## src/rtl/pt5_unpacker_pkg.sv

```systemverilog
// Shared definitions for the PT-5 (five trits per byte) unpacker: trit codes,
// packing constants and the buffer FSM state type.
package pt5_unpacker_pkg;

  localparam logic [1:0] TRIT_ZERO = 2'b00;
  localparam logic [1:0] TRIT_POS  = 2'b01;
  localparam logic [1:0] TRIT_NEG  = 2'b10;

  localparam int         PT5_TRITS     = 5;
  localparam logic [7:0] PT5_MAX_VALID = 8'd242;

  typedef enum logic {
    ST_FILL  = 1'b0,
    ST_DRAIN = 1'b1
  } state_e;

  typedef logic [2*PT5_TRITS-1:0] pt5_code_t;

  // Base-3 digit 0/1/2 maps onto the 0/+1/-1 trit codes.
  function automatic logic [1:0] digit_to_trit(input logic [1:0] digit);
    case (digit)
      2'd1:    return TRIT_POS;
      2'd2:    return TRIT_NEG;
      default: return TRIT_ZERO;
    endcase
  endfunction

endpackage

```

## src/rtl/pt5_unpacker_if.sv

```systemverilog
// Byte-in / trit-vector-out stream bundle. master drives bytes and accepts
// beats; slave is the unpacker.
interface pt5_unpacker_if #(
  parameter int LANES = 16
);

  logic               in_valid;
  logic               in_ready;
  logic [7:0]         in_data;
  logic               in_last;
  logic               out_valid;
  logic               out_ready;
  logic [2*LANES-1:0] out_trits;
  logic               out_last;

  modport master (
    output in_valid, in_data, in_last, out_ready,
    input  in_ready, out_valid, out_trits, out_last
  );

  modport slave (
    input  in_valid, in_data, in_last, out_ready,
    output in_ready, out_valid, out_trits, out_last
  );

endinterface

```

## src/rtl/pt5_decode.sv

```systemverilog
// Combinational PT-5 byte decoder: five base-3 digits (least significant first)
// as 2-bit trit codes; bytes above 242 decode to zeros and flag invalid.
module pt5_decode
  import pt5_unpacker_pkg::*;
(
  input  logic [7:0] byte_i,
  output pt5_code_t  trits_o,
  output logic       invalid_o
);

  logic [7:0] quot;

  always_comb begin
    // NOTE: every output of a combinational block gets a default before any
    // branch, so no path leaves it unassigned and no latch is inferred.
    trits_o   = '0;
    quot      = byte_i;
    invalid_o = (byte_i > PT5_MAX_VALID);
    for (int k = 0; k < PT5_TRITS; k++) begin
      trits_o[2*k +: 2] = digit_to_trit(2'(quot % 8'd3));
      quot              = quot / 8'd3;
    end
    if (invalid_o) begin
      trits_o = '0;
    end
  end

endmodule

```

## src/rtl/pt5_unpacker.sv

```systemverilog
// PT-5 unpacker: decodes packed bytes into a trit buffer and emits LANES-wide
// trit vectors, zero-padding the final beat of each frame.
module pt5_unpacker
  import pt5_unpacker_pkg::*;
#(
  parameter int LANES = 16
) (
  input  logic                 clk,
  input  logic                 reset,
  pt5_unpacker_if.slave        bus,
  output logic [15:0]          err_count_o
);

  localparam int                DEPTH   = LANES + PT5_TRITS - 1;
  localparam int                FILL_W  = $clog2(LANES + PT5_TRITS);
  localparam logic [FILL_W-1:0] LANES_F = FILL_W'(LANES);

  state_e                  state_q, state_d;
  logic [FILL_W-1:0]       fill_q, fill_d;
  logic [DEPTH-1:0][1:0]   buf_q, buf_d;
  logic [15:0]             err_q, err_d;

  pt5_code_t dec_trits;
  logic      dec_invalid;
  logic      in_fire;
  logic      out_fire;

  pt5_decode u_decode (
    .byte_i    (bus.in_data),
    .trits_o   (dec_trits),
    .invalid_o (dec_invalid)
  );

  // Handshake outputs depend only on registered state.
  assign bus.in_ready  = (state_q == ST_FILL) && (fill_q <= LANES_F - 1'b1);
  assign bus.out_valid = (fill_q >= LANES_F) || ((state_q == ST_DRAIN) && (fill_q != '0));
  assign bus.out_last  = (state_q == ST_DRAIN) && (fill_q <= LANES_F);
  assign err_count_o   = err_q;

  assign in_fire  = bus.in_valid  && bus.in_ready;
  assign out_fire = bus.out_valid && bus.out_ready;

  always_comb begin
    bus.out_trits = '0;
    for (int i = 0; i < LANES; i++) begin
      bus.out_trits[2*i +: 2] = (FILL_W'(i) < fill_q) ? buf_q[i] : TRIT_ZERO;
    end
  end

  // The fill ranges for accepting and emitting are disjoint, so at most one fires.
  always_comb begin
    state_d = state_q;
    fill_d  = fill_q;
    buf_d   = buf_q;
    err_d   = err_q;
    if (in_fire) begin
      for (int k = 0; k < PT5_TRITS; k++) begin
        buf_d[fill_q + FILL_W'(k)] = dec_trits[2*k +: 2];
      end
      fill_d = fill_q + FILL_W'(PT5_TRITS);
      if (dec_invalid && (err_q != 16'hFFFF)) begin
        err_d = err_q + 16'd1;
      end
      if (bus.in_last) begin
        state_d = ST_DRAIN;
      end
    end else if (out_fire) begin
      for (int i = 0; i < DEPTH - LANES; i++) begin
        buf_d[i] = buf_q[i + LANES];
      end
      for (int i = DEPTH - LANES; i < DEPTH; i++) begin
        buf_d[i] = TRIT_ZERO;
      end
      fill_d = (fill_q > LANES_F) ? (fill_q - LANES_F) : '0;
      if ((state_q == ST_DRAIN) && (fill_q <= LANES_F)) begin
        state_d = ST_FILL;
      end
    end
  end

  always_ff @(posedge clk or posedge reset) begin
    if (reset) begin
      state_q <= ST_FILL;
      fill_q  <= '0;
      // NOTE: the trit buffer is reset too, so a frame cut short by reset can
      // never leak stale trits into a later beat.
      buf_q   <= '0;
      err_q   <= '0;
    end else begin
      // NOTE: non-blocking '<=' for all registers, so every flop samples the
      // pre-edge values regardless of statement order.
      state_q <= state_d;
      fill_q  <= fill_d;
      buf_q   <= buf_d;
      err_q   <= err_d;
    end
  end

endmodule

```

## src/flat_wrapper.sv

```systemverilog
// flat-port wrapper written by rule: the top's interface ports become plain ports
module pt5_unpacker_flat import pt5_unpacker_pkg::*;
#(
  parameter int LANES = 16
)
  (clk, reset, err_count_o, bus_in_valid, bus_in_data, bus_in_last, bus_out_ready, bus_in_ready, bus_out_valid, bus_out_trits, bus_out_last);
  pt5_unpacker_if #(.LANES(LANES)) bus_i ();
  input  logic clk;
  input  logic reset;
  output logic [15:0] err_count_o;
  input wire logic [$bits(bus_i.in_valid)-1:0] bus_in_valid;
  input wire logic [$bits(bus_i.in_data)-1:0] bus_in_data;
  input wire logic [$bits(bus_i.in_last)-1:0] bus_in_last;
  input wire logic [$bits(bus_i.out_ready)-1:0] bus_out_ready;
  output wire logic [$bits(bus_i.in_ready)-1:0] bus_in_ready;
  output wire logic [$bits(bus_i.out_valid)-1:0] bus_out_valid;
  output wire logic [$bits(bus_i.out_trits)-1:0] bus_out_trits;
  output wire logic [$bits(bus_i.out_last)-1:0] bus_out_last;
  assign bus_i.in_valid = bus_in_valid;
  assign bus_i.in_data = bus_in_data;
  assign bus_i.in_last = bus_in_last;
  assign bus_i.out_ready = bus_out_ready;
  assign bus_in_ready = bus_i.in_ready;
  assign bus_out_valid = bus_i.out_valid;
  assign bus_out_trits = bus_i.out_trits;
  assign bus_out_last = bus_i.out_last;
  pt5_unpacker #(.LANES(LANES)) u_core (.clk(clk), .reset(reset), .bus(bus_i), .err_count_o(err_count_o));
endmodule
```

## config.mk

```make
export PLATFORM = sky130hd
export DESIGN_NAME = pt5_unpacker_flat
export DESIGN_NICKNAME = d
export VERILOG_FILES = /design/src/rtl/pt5_unpacker_pkg.sv /design/src/rtl/pt5_unpacker_if.sv /design/src/rtl/pt5_decode.sv /design/src/rtl/pt5_unpacker.sv /design/src/flat_wrapper.sv
export SDC_FILE = /design/constraint.sdc
export NUM_CORES = 1
export LEC_CHECK = 0
export ABC_AREA = 1
export CAP_MARGIN = 10
export CORE_MARGIN = 2
export CORE_UTILIZATION = 30
export CTS_CLUSTER_DIAMETER = 80
export CTS_CLUSTER_SIZE = 28
export DETAILED_ROUTE_END_ITERATION = 6
export MAX_ROUTING_LAYER = met4
export SYNTH_ARGS = -nofsm -noshare
export SYNTH_HDL_FRONTEND = slang
export SYNTH_SLANG_ARGS = --single-unit
```

## constraint.sdc

```tcl
create_clock -name clk -period 6.8 [get_ports clk]
set_input_delay 1.36 -clock clk [delete_from_list [all_inputs] [get_ports clk]]
set_output_delay 1.36 -clock clk [all_outputs]
set_load 0.05 [all_outputs]
```

[Word-level counts from Yosys, hierarchy flattened]
Index checks and enable logic that the tools add are counted.
Widths: inputs -> output; s select.
Storage, ports and cells
  word-level logic and storage cells: 146
  flip-flop bits (word level): 62
  output and inout bits: 51
  bits of input ports: 13
Cells by class
  reductions and logical operators: 17
  equal/unequal tests: 12
  $lt $le $gt $ge: 31
  add/subtract/negate cells: 7
  bitwise operators: 1
  div/mod/pow operators: 9
  muxes and demuxes: 46
Operators with widths (count)
  $bwmux 40: 5
  $mux 40: 2
  $demux 2 s5: 5
  $mux 2: 21
  $lt 4x5->1 const A: 8
  $mod 8x2->8 const B: 5
  $div 8x2->8 const B: 4
  $lt 5x6->1 const B: 5
  $ge 5x1->1 const B: 5
  $lt 3x5->1 const A: 4
  $pmux 2 s2: 5
  $add 16x1->16 const B: 1
  $ne 16x16->1 const B: 1
  $mux 5: 3
  $logic_and 1x1->1: 11
  $add 5x2->5 const B: 2
  $add 5x3->5 const B: 2
  $eq 2x1->1 const B: 5
  $eq 2x2->1 const B: 5
  $lt 1x5->1 const A: 2
  $lt 2x5->1 const A: 2
  $mux 10: 1
  $gt 8x8->1 const B: 1
  $add 5x1->5 const B: 1
  other kinds (13): 17

[Logic depth before layout (Yosys ltp)]
Gate-level depths: netlist (run 1).
  depth in word-level cells: 14
  gate-level depth with buffers: 79
  gate-level depth less buffers: 78

[Modules after synthesis]
A second synthesis (run 1) with hierarchy kept.
Unflattened totals
  cell total of the unflattened synthesis: 1500
  area total of the unflattened synthesis: 8323.0 µm²
Modules (own cells, without submodules)
  pt5_unpacker: cells each 1140, times used 1, seq. area each 1551.5 µm², area an instance 6382.4 µm²
  pt5_decode: cells each 360, times used 1, seq. area each 0.0 µm², area an instance 1940.6 µm²

[Least setup slack after synthesis (run 1)]
OpenSTA, ideal clock, no wires.
  path type: input -> register
  start: in bus_in_data[6]
  end: reg u_core.buf_q[31] (netlist name)
  slack: -2.680 ns
  data required time: 6.735 ns
  setup time: 0.065 ns
  stages on the path: 77
  arrival: 9.415 ns
  path buffers: 1
  cells stage by stage: nand2_1 -> inv_1 -> ha_1 -> inv_1 -> nand3_1 -> nand2_1 -> inv_1 -> o21ai_1 -> nand2_1 -> inv_2 -> o21ai_0 -> nand2_1 -> inv_2 -> ha_1 -> inv_1 -> nand3_4 -> nand2_1 -> nand2_2 -> [41 not listed] -> ha_1 -> a21oi_1 -> nand2_1 -> nor2_4 -> nand4_1 -> nand3_1 -> nand2_1 -> ha_1 -> inv_1 -> nand2_1 -> nor2_2 -> nand2_1 -> nand2_2 -> nand3_4 -> buf_6 -> nand2_1 -> nand3_1 -> nand2_1
Between the ends
  word-level cells in the longest chain between the ends: 10
  elaborated cells between the ends (all ways): 32
  classes of those cells: div (9); order compare (1); eq/ne (10); mux (12)
RTL lines
  from (decl): line flat_wrapper.sv:12  | input wire logic [$bits(bus_i.in_data)-1:0] bus_in_data;
  $div 8x2->8 / $mod 8x2->8 (equally long branches): line pt5_decode.sv:21, pt5_decode.sv:20
  $div 8x2->8, or another cell as far along (3 in series): line pt5_decode.sv:21  | quot = quot / 8'd3;
  $mod 8x2->8, or another cell as far along: line pt5_decode.sv:20  | trits_o[2*k +: 2] = digit_to_trit(2'(quot % 8'd3));
  $eq 2x2->1, or another cell as far along: line pt5_unpacker_pkg.sv:21  | case (digit)
  $pmux 2 s2, or another cell as far along: line pt5_unpacker_pkg.sv:21
  $mux 10 (*): line pt5_decode.sv:23  | if (invalid_o) begin
  $bwmux 40 (*): line pt5_unpacker.sv:58  | buf_d[fill_q + FILL_W'(k)] = dec_trits[2*k +: 2];
  $mux 40 (*): line pt5_unpacker.sv:56  | if (in_fire) begin
  to (signal assigned): line pt5_unpacker.sv:94  | buf_q <= buf_d;
  to (decl): line pt5_unpacker.sv:20  | logic [DEPTH-1:0][1:0] buf_q, buf_d;
Every way passes the cells marked *; elsewhere a longest branch is shown, timed or not.
A chain may end at the register's enable or synchronous reset.

[Final worst setup path (run 1)]
  start: in bus_in_data[6]
  end: reg u_core.buf_q[1] (netlist name)
Same word-level chain as after synthesis.

==> results of run 1 <==
-- power by group through the flow --
| stage | clock (mW) | sequential (mW) | combinational, mW |
|---|---|---|---|
| 3_5_place_dp | 0 | 0.561 | 4.33 |
| 4_1_cts | 0.507 | 0.556 | 4.94 |
| 5_1_grt | 0.524 | 0.571 | 5.69 |
| 6_report | 0.500 | 0.558 | 5.33 |
| 2_1_floorplan | 0 | 0.543 | 2.66 |
| 3_3_place_gp | 0 | 0.559 | 4.29 |
-- sequential cells by signal, indices dropped and copies added, names as in the netlist --
name	flops
u_core.buf_q	40
u_core.err_count_o	16
u_core.fill_q	5
u_core.state_q	1
-- stage by stage --
| stage | cells | worst slack, ns | setup TNS [ns] | total power [mW] |
|---|---|---|---|---|
| 6_report | 1915 | -2.24 | -85.63 | 6.39 |
| 3_5_place_dp | 1851 | -3.15 | -123.74 | 4.89 |
| 5_1_grt | 1915 | -2.83 | -109.90 | 6.78 |
| 2_1_floorplan | 1330 | -2.45 | -95.67 | 3.20 |
| 3_3_place_gp | 1851 | -2.90 | -114.01 | 4.85 |
| 4_1_cts | 1902 | -1.97 | -73.83 | 6.01 |
-- metal layers --
layer / global-route usage (%) / share of wire, % / up-vias
li1: - / - / 4823
met1: 26.3 / 42 / 4469
met2: 34.9 / 47 / 400
met3: 2.86 / 7.4 / 88
met4: 8.09 / 3.2 / 0
met5: - / 0 / -
-- layout make-up --
type,count,area (µm²),share of cell area (%)
inverters,231,886,7.80
multi-input cells,1002,5870,51.6
clock inverters,2,37.5,0.330
clock buffers,14,284,2.50
flip-flops and latches,62,1550,13.7
repair buffers,269,2320,20.4
well taps,335,419,3.69
-- cells in the final DEF (no fill, tap or decap), types with 29 or more instances in the layout --
cell             instances
nand2_1                264
inv_1                  196
buf_4                  196
nor2_1                 186
nand3_1                 72
a21oi_1                 62
dfrtp_1                 62
clkdlybuf4s50_1         59
o21ai_0                 46
nand2_2                 36
nand3_2                 31
o21ai_1                 30
nand2_4                 29
-- cells by family (layout without fill, tap and decap cells) --
group,count (synthesis),in the layout,share of synthesized area (%)
adder cells (fa/ha/maj),36,36,5.72
XOR/XNOR,29,29,3.46
AND/OR/NAND/NOR,697,697,40.0
flip-flops,62,62,19.7
buffers and inverters,266,516,12.9
multiplexers,1,1,0.143
AO/OA/AOI/OAI,239,239,18.1
-- what timing repair did --
action                                  4_1_cts  5_1_grt
endpoints found under the setup margin       40       40
resized for setup                            84       64
buffers inserted                             32       13
pin swaps                                    60       53
cloned                                        3        0
-- worst max-delay path: cells and delay by family --
family	cells	cell delay, ns
simple gates	46	3.83
fa+ha+maj	8	1.41
buf+inv	13	1.06
compound gates	9	0.90
xor+xnor	4	0.75
-- worst min-delay path by stage --
stage | start | end | slack (ns)
floorplan | u_core.buf_q[33] | u_core.buf_q[33] | 0.44
global placement | u_core.buf_q[9] | u_core.buf_q[9] | 0.46
detailed placement | u_core.buf_q[11] | u_core.buf_q[11] | 0.47
CTS | u_core.buf_q[11] | u_core.buf_q[11] | 0.47
global route | u_core.buf_q[37] | u_core.buf_q[37] | 0.50
finish | u_core.buf_q[11] | u_core.buf_q[11] | 0.47
==> metrics.txt, run 1 <==
status finished, violations left; violated checks negative setup slack; worst hold margin 0.475 ns; critical path launch point type primary input; share of cells above drive strength 1 25.8%; Final Util 43.9%; Primary FF master, synth dfrtp_1; Syn Nets 1379; Clock Root Buffer clkbuf_16; pwr dens 562 nW/µm²; synth cell count leaders nand2_1 (306), inv_1 (206), nor2_1 (188), nand3_1 (93), a21oi_1 (71); Hold Buf Count CTS 0; Mapped Cells 1330; R2R setup slack around 3.2 ns; CP endpoint u_core.buf_q[1]; DP Area 10100 µm²; Synth Register Bits 62; vias 9780; Hold Path Class register to register; vias in the first global route roughly 9400; H-tree depth 3; Final HPWL DP about 21000 µm; final setup fails 40; max-cap violations 0; post-route ant nets 0; Synth Cell Area 7880 µm²; Final #Nets 1624; post-synthesis sequential area ratio 19.7%; peak supply drop 442 µV; Clock Power Share 7.8%; clock transition at the registers of the reported paths 0.06 ns; Inserted Diodes 0; Critical Path Start bus_in_data[6]; Clock Sinks 62; Yosys top cell by area dfrtp_1; Tightest Pin Transition slightly below 0.9 ns; slack of the critical path -2.24 ns; remaining routing DRC violations 0; synth unique cells between 40 and 50; initial antenna violation count 0; global route overflow 0; CTS max path bufs 2; max incr delay on CP 0.21 ns; Core Region 25900 µm²; reg-to-reg startpoint u_core.fill_q[0]; Total GRT Usage 21.2%; first-pass GRT wire length between 40000 and 50000 µm; Slew Viols, Final 0; Fillers approximately 2700; insertion delay to the later sink of the worst-skew pair 0.34 ns; asr flop ratio synth 100%; Iteration-0 DRC Markers 810; # rows 59; IO buf count 63; internal power 2.86 mW; relative slew slack 40.3%; crit path max fanout 5; CP required slightly above 7 ns; Mapped Avg Cell Area 5.92 µm²; CTS Buf Count 9; Crit path top cell by count nand2_2; Crit. End Element register; Placer Congestion 0.965; main area contributors after synthesis dfrtp_1 (20%), nand2_1 (15%), inv_1 (9.8%); post-route minimum period around 9.0 ns; Die Height 166 µm; I/O pin total 64; drt pass-1 iters 6; Ys Warns 0; full die area 27600 µm²; fmax 111 MHz; most numerous cell in the Yosys netlist nand2_1; kind of critical path primary input to register; Vias/cell 5.11; Yosys top cell area share 19.7%; skew final 0.0130 ns; Routed WL 29100 µm; FF-to-FF path depth 15; period utilization 133%; data arrival time of the critical path 9.31 ns; RSZ-0062 raised after global routing yes; chip width between 150 and 200 µm; largest net degree at the start of global routing 63; final instance area 11400 µm²; P_sw 3.53 mW; Hold Path Depth 2; Final Hold Viols 0; leak pwr 5.30 nW; Critical R2R Capture u_core.buf_q[7]; slowest CP cell xor2_2; CTS tree done; number of synthesized flops with an enable pin 0; DR WL/cell 15.2 µm; sequential share of power 8.7%; combinational power share between 80% and 90%; Initial Util 30.4%; Area Growth Syn to Fin 44.2%; switching share of power 55.2%
Power figures use the tool's default switching activity.
==> run 2: changes to the inputs <==
--- a/config.mk
+++ b/config.mk
@@ -16,3 +16,4 @@
 export SYNTH_ARGS = -nofsm -noshare
 export SYNTH_HDL_FRONTEND = slang
 export SYNTH_SLANG_ARGS = --single-unit
+export TNS_END_PERCENT = 10
==> run 2 against run 1 <==
Net effect:
- the run ends with design-rule violations, negative setup slack left
- power is 3.0% higher
- combinational power grew 4%
- worst setup slack about the same
- clock skew down 0.0048 ns
- clock power grew 1%
- maximum frequency about the same
- sequential share of layout area is 0.20 points lower
- final cell count rose by 0.57%
- sequential power about the same
- die area is the same
- final area is 1.5% higher
==> metrics.txt, run 2 (same netlist as run 1, synthesis figures left out) <==
drt pass-1 iters 7; remaining routing DRC violations 2; Hold Path Class register to register; Worst Path Buf+Inv 17; fmax 111 MHz; Tightest Pin Transition roughly 0.92 ns; Final Util 44.5%; status finished, violations left; CTS max path bufs 2; post-route minimum period 9.04 ns; relative slew slack around two fifths; CP required 7.08 ns; period utilization 133%; CTS Buf Count 9; post-route ant nets 0; Vias/cell 5.07; clock transition at the registers of the reported paths 0.06 ns; Crit. End Element register; Final Hold Viols 0; peak supply drop around 450 µV; Iteration-0 DRC Markers 663; Initial Util 30.4%; insertion delay to the later sink of the worst-skew pair 0.34 ns; most frequent cells in the layout nand2_1 (269), buf_4 (199), inv_1 (196); Total GRT Usage 21.1%; RSZ-0062 raised after global routing yes; sequential share of power 8.5%; full die area 27600 µm²; max FFs per register 40; crit path max fanout 5; violated checks design-rule violations, negative setup slack; Final #Nets 1635; vias in the first global route 9405; Placer Congestion ~0.95; H-tree depth 3; kind of cell adding the most delay to the critical path simple AND/OR/NAND/NOR gates; data arrival time of the critical path between 9 and 10 ns; Hold Buf Count CTS 0; share of cells above drive strength 1 26.3%; Slew Viols, Final 0; most common cell after layout, fill and taps aside nand2_1; initial antenna violation count 0; global route overflow 0; chip width about 170 µm; kind of critical path primary input to register; max-cap violations 0; Clock Power Share 7.7%; slowest CP cell or2_1; slack of the critical path -2.24 ns; switching share of power 53.5%; P_sw 3.52 mW; max incr delay on CP 0.27 ns; Crit path top cell by count nand2_4; Clock Root Buffer clkbuf_16; Top reg by flops u_core.buf_q; Inserted Diodes 0; skew final 0.00813 ns; Tot Pwr 6.59 mW; largest net degree at the start of global routing 63; Routed WL 29200 µm; DP Worst Slack -3.12 ns; DR WL/cell 15.2 µm; I/O pin total 64; final setup fails 40; Clock Sinks 62; Core Region 25900 µm²; Final HPWL DP 20300 µm; # rows 59; Die Height 166 µm; internal power 3.06 mW; critical path launch point type primary input; first-pass GRT wire length 46700 µm; IO buf count between 60 and 70; CTS tree done; pwr dens 571 nW/µm²; leak pwr between 5 and 6 nW; combinational power share 83.9%; vias ~9800; Area Growth Syn to Fin 46.4%
==> run 2: repair_timing <==
item                       in CTS  in global routing
pin swaps                      67                 26
setup endpoints to repair      40                 40
resized for setup              98                 54
setup buffers                  42                 16
cloned                          5                  0
==> run 2: worst min-delay path: stages, from the launching register on <==
cell,delay (ns)
dfrtp_1,0.34
nand2_1,0.05
nand2_1,0.06
==> run 2: layout make-up <==
cell class | instances | area (µm²)
clock buffers | 9 | 225
clock inverters | 7 | 97.6
fillers | 2616 | 14400
inverters | 231 | 878
multi-input cells | 1002 | 5870
flip-flops and latches | 62 | 1550
well taps | 335 | 419
repair buffers | 280 | 2490
==> run 2: routing by layer <==
metal	up-vias	part of all wire [%]	global-route usage, %
met1	4492	43	26.7
met4	0	3.2	8.13
met2	357	47	34.8
met5	-	0	-
met3	76	6.2	2.31
li1	4831	-	-
==> run 2: power groups by stage <==
stage | registers, mW | logic (mW) | clock network [mW]
after floorplan | 0.543 | 2.62 | 0
after global placement | 0.560 | 4.24 | 0
after detailed placement | 0.562 | 4.29 | 0
after CTS | 0.557 | 5.23 | 0.515
after global routing | 0.570 | 5.89 | 0.532
final | 0.557 | 5.52 | 0.505
==> run 2: per-stage QoR <==
step / TNS [ns] / hold slack (ns) / std cells / instance area (µm²)
floorplan: -95.59 / 0.442 / 1330 / 7970
global placement: -110.58 / 0.461 / 1847 / 10100
detailed placement: -122.19 / 0.464 / 1847 / 10100
CTS: -77.09 / 0.477 / 1910 / 11200
global route: -109.09 / 0.501 / 1926 / 11500
finish: -86.08 / 0.475 / 1926 / 11500
==> run 2: path summary, 6_finish.rpt <==
kind	endpoint	depth (start not counted)	slack (ns)	start
setup / recovery	u_core.buf_q[35]	74	-2.24	bus_in_data[6]
hold / removal	u_core.buf_q[11]	2	0.48	u_core.buf_q[11]
setup reg to reg	u_core.buf_q[7]	11	2.88	u_core.fill_q[2]
hold reg to reg	u_core.buf_q[11]	2	0.48	u_core.buf_q[11]
max in group asynchronous	u_core.buf_q[38]	3	4.68	reset
min in group asynchronous	u_core.err_count_o[0]	3	1.59	reset
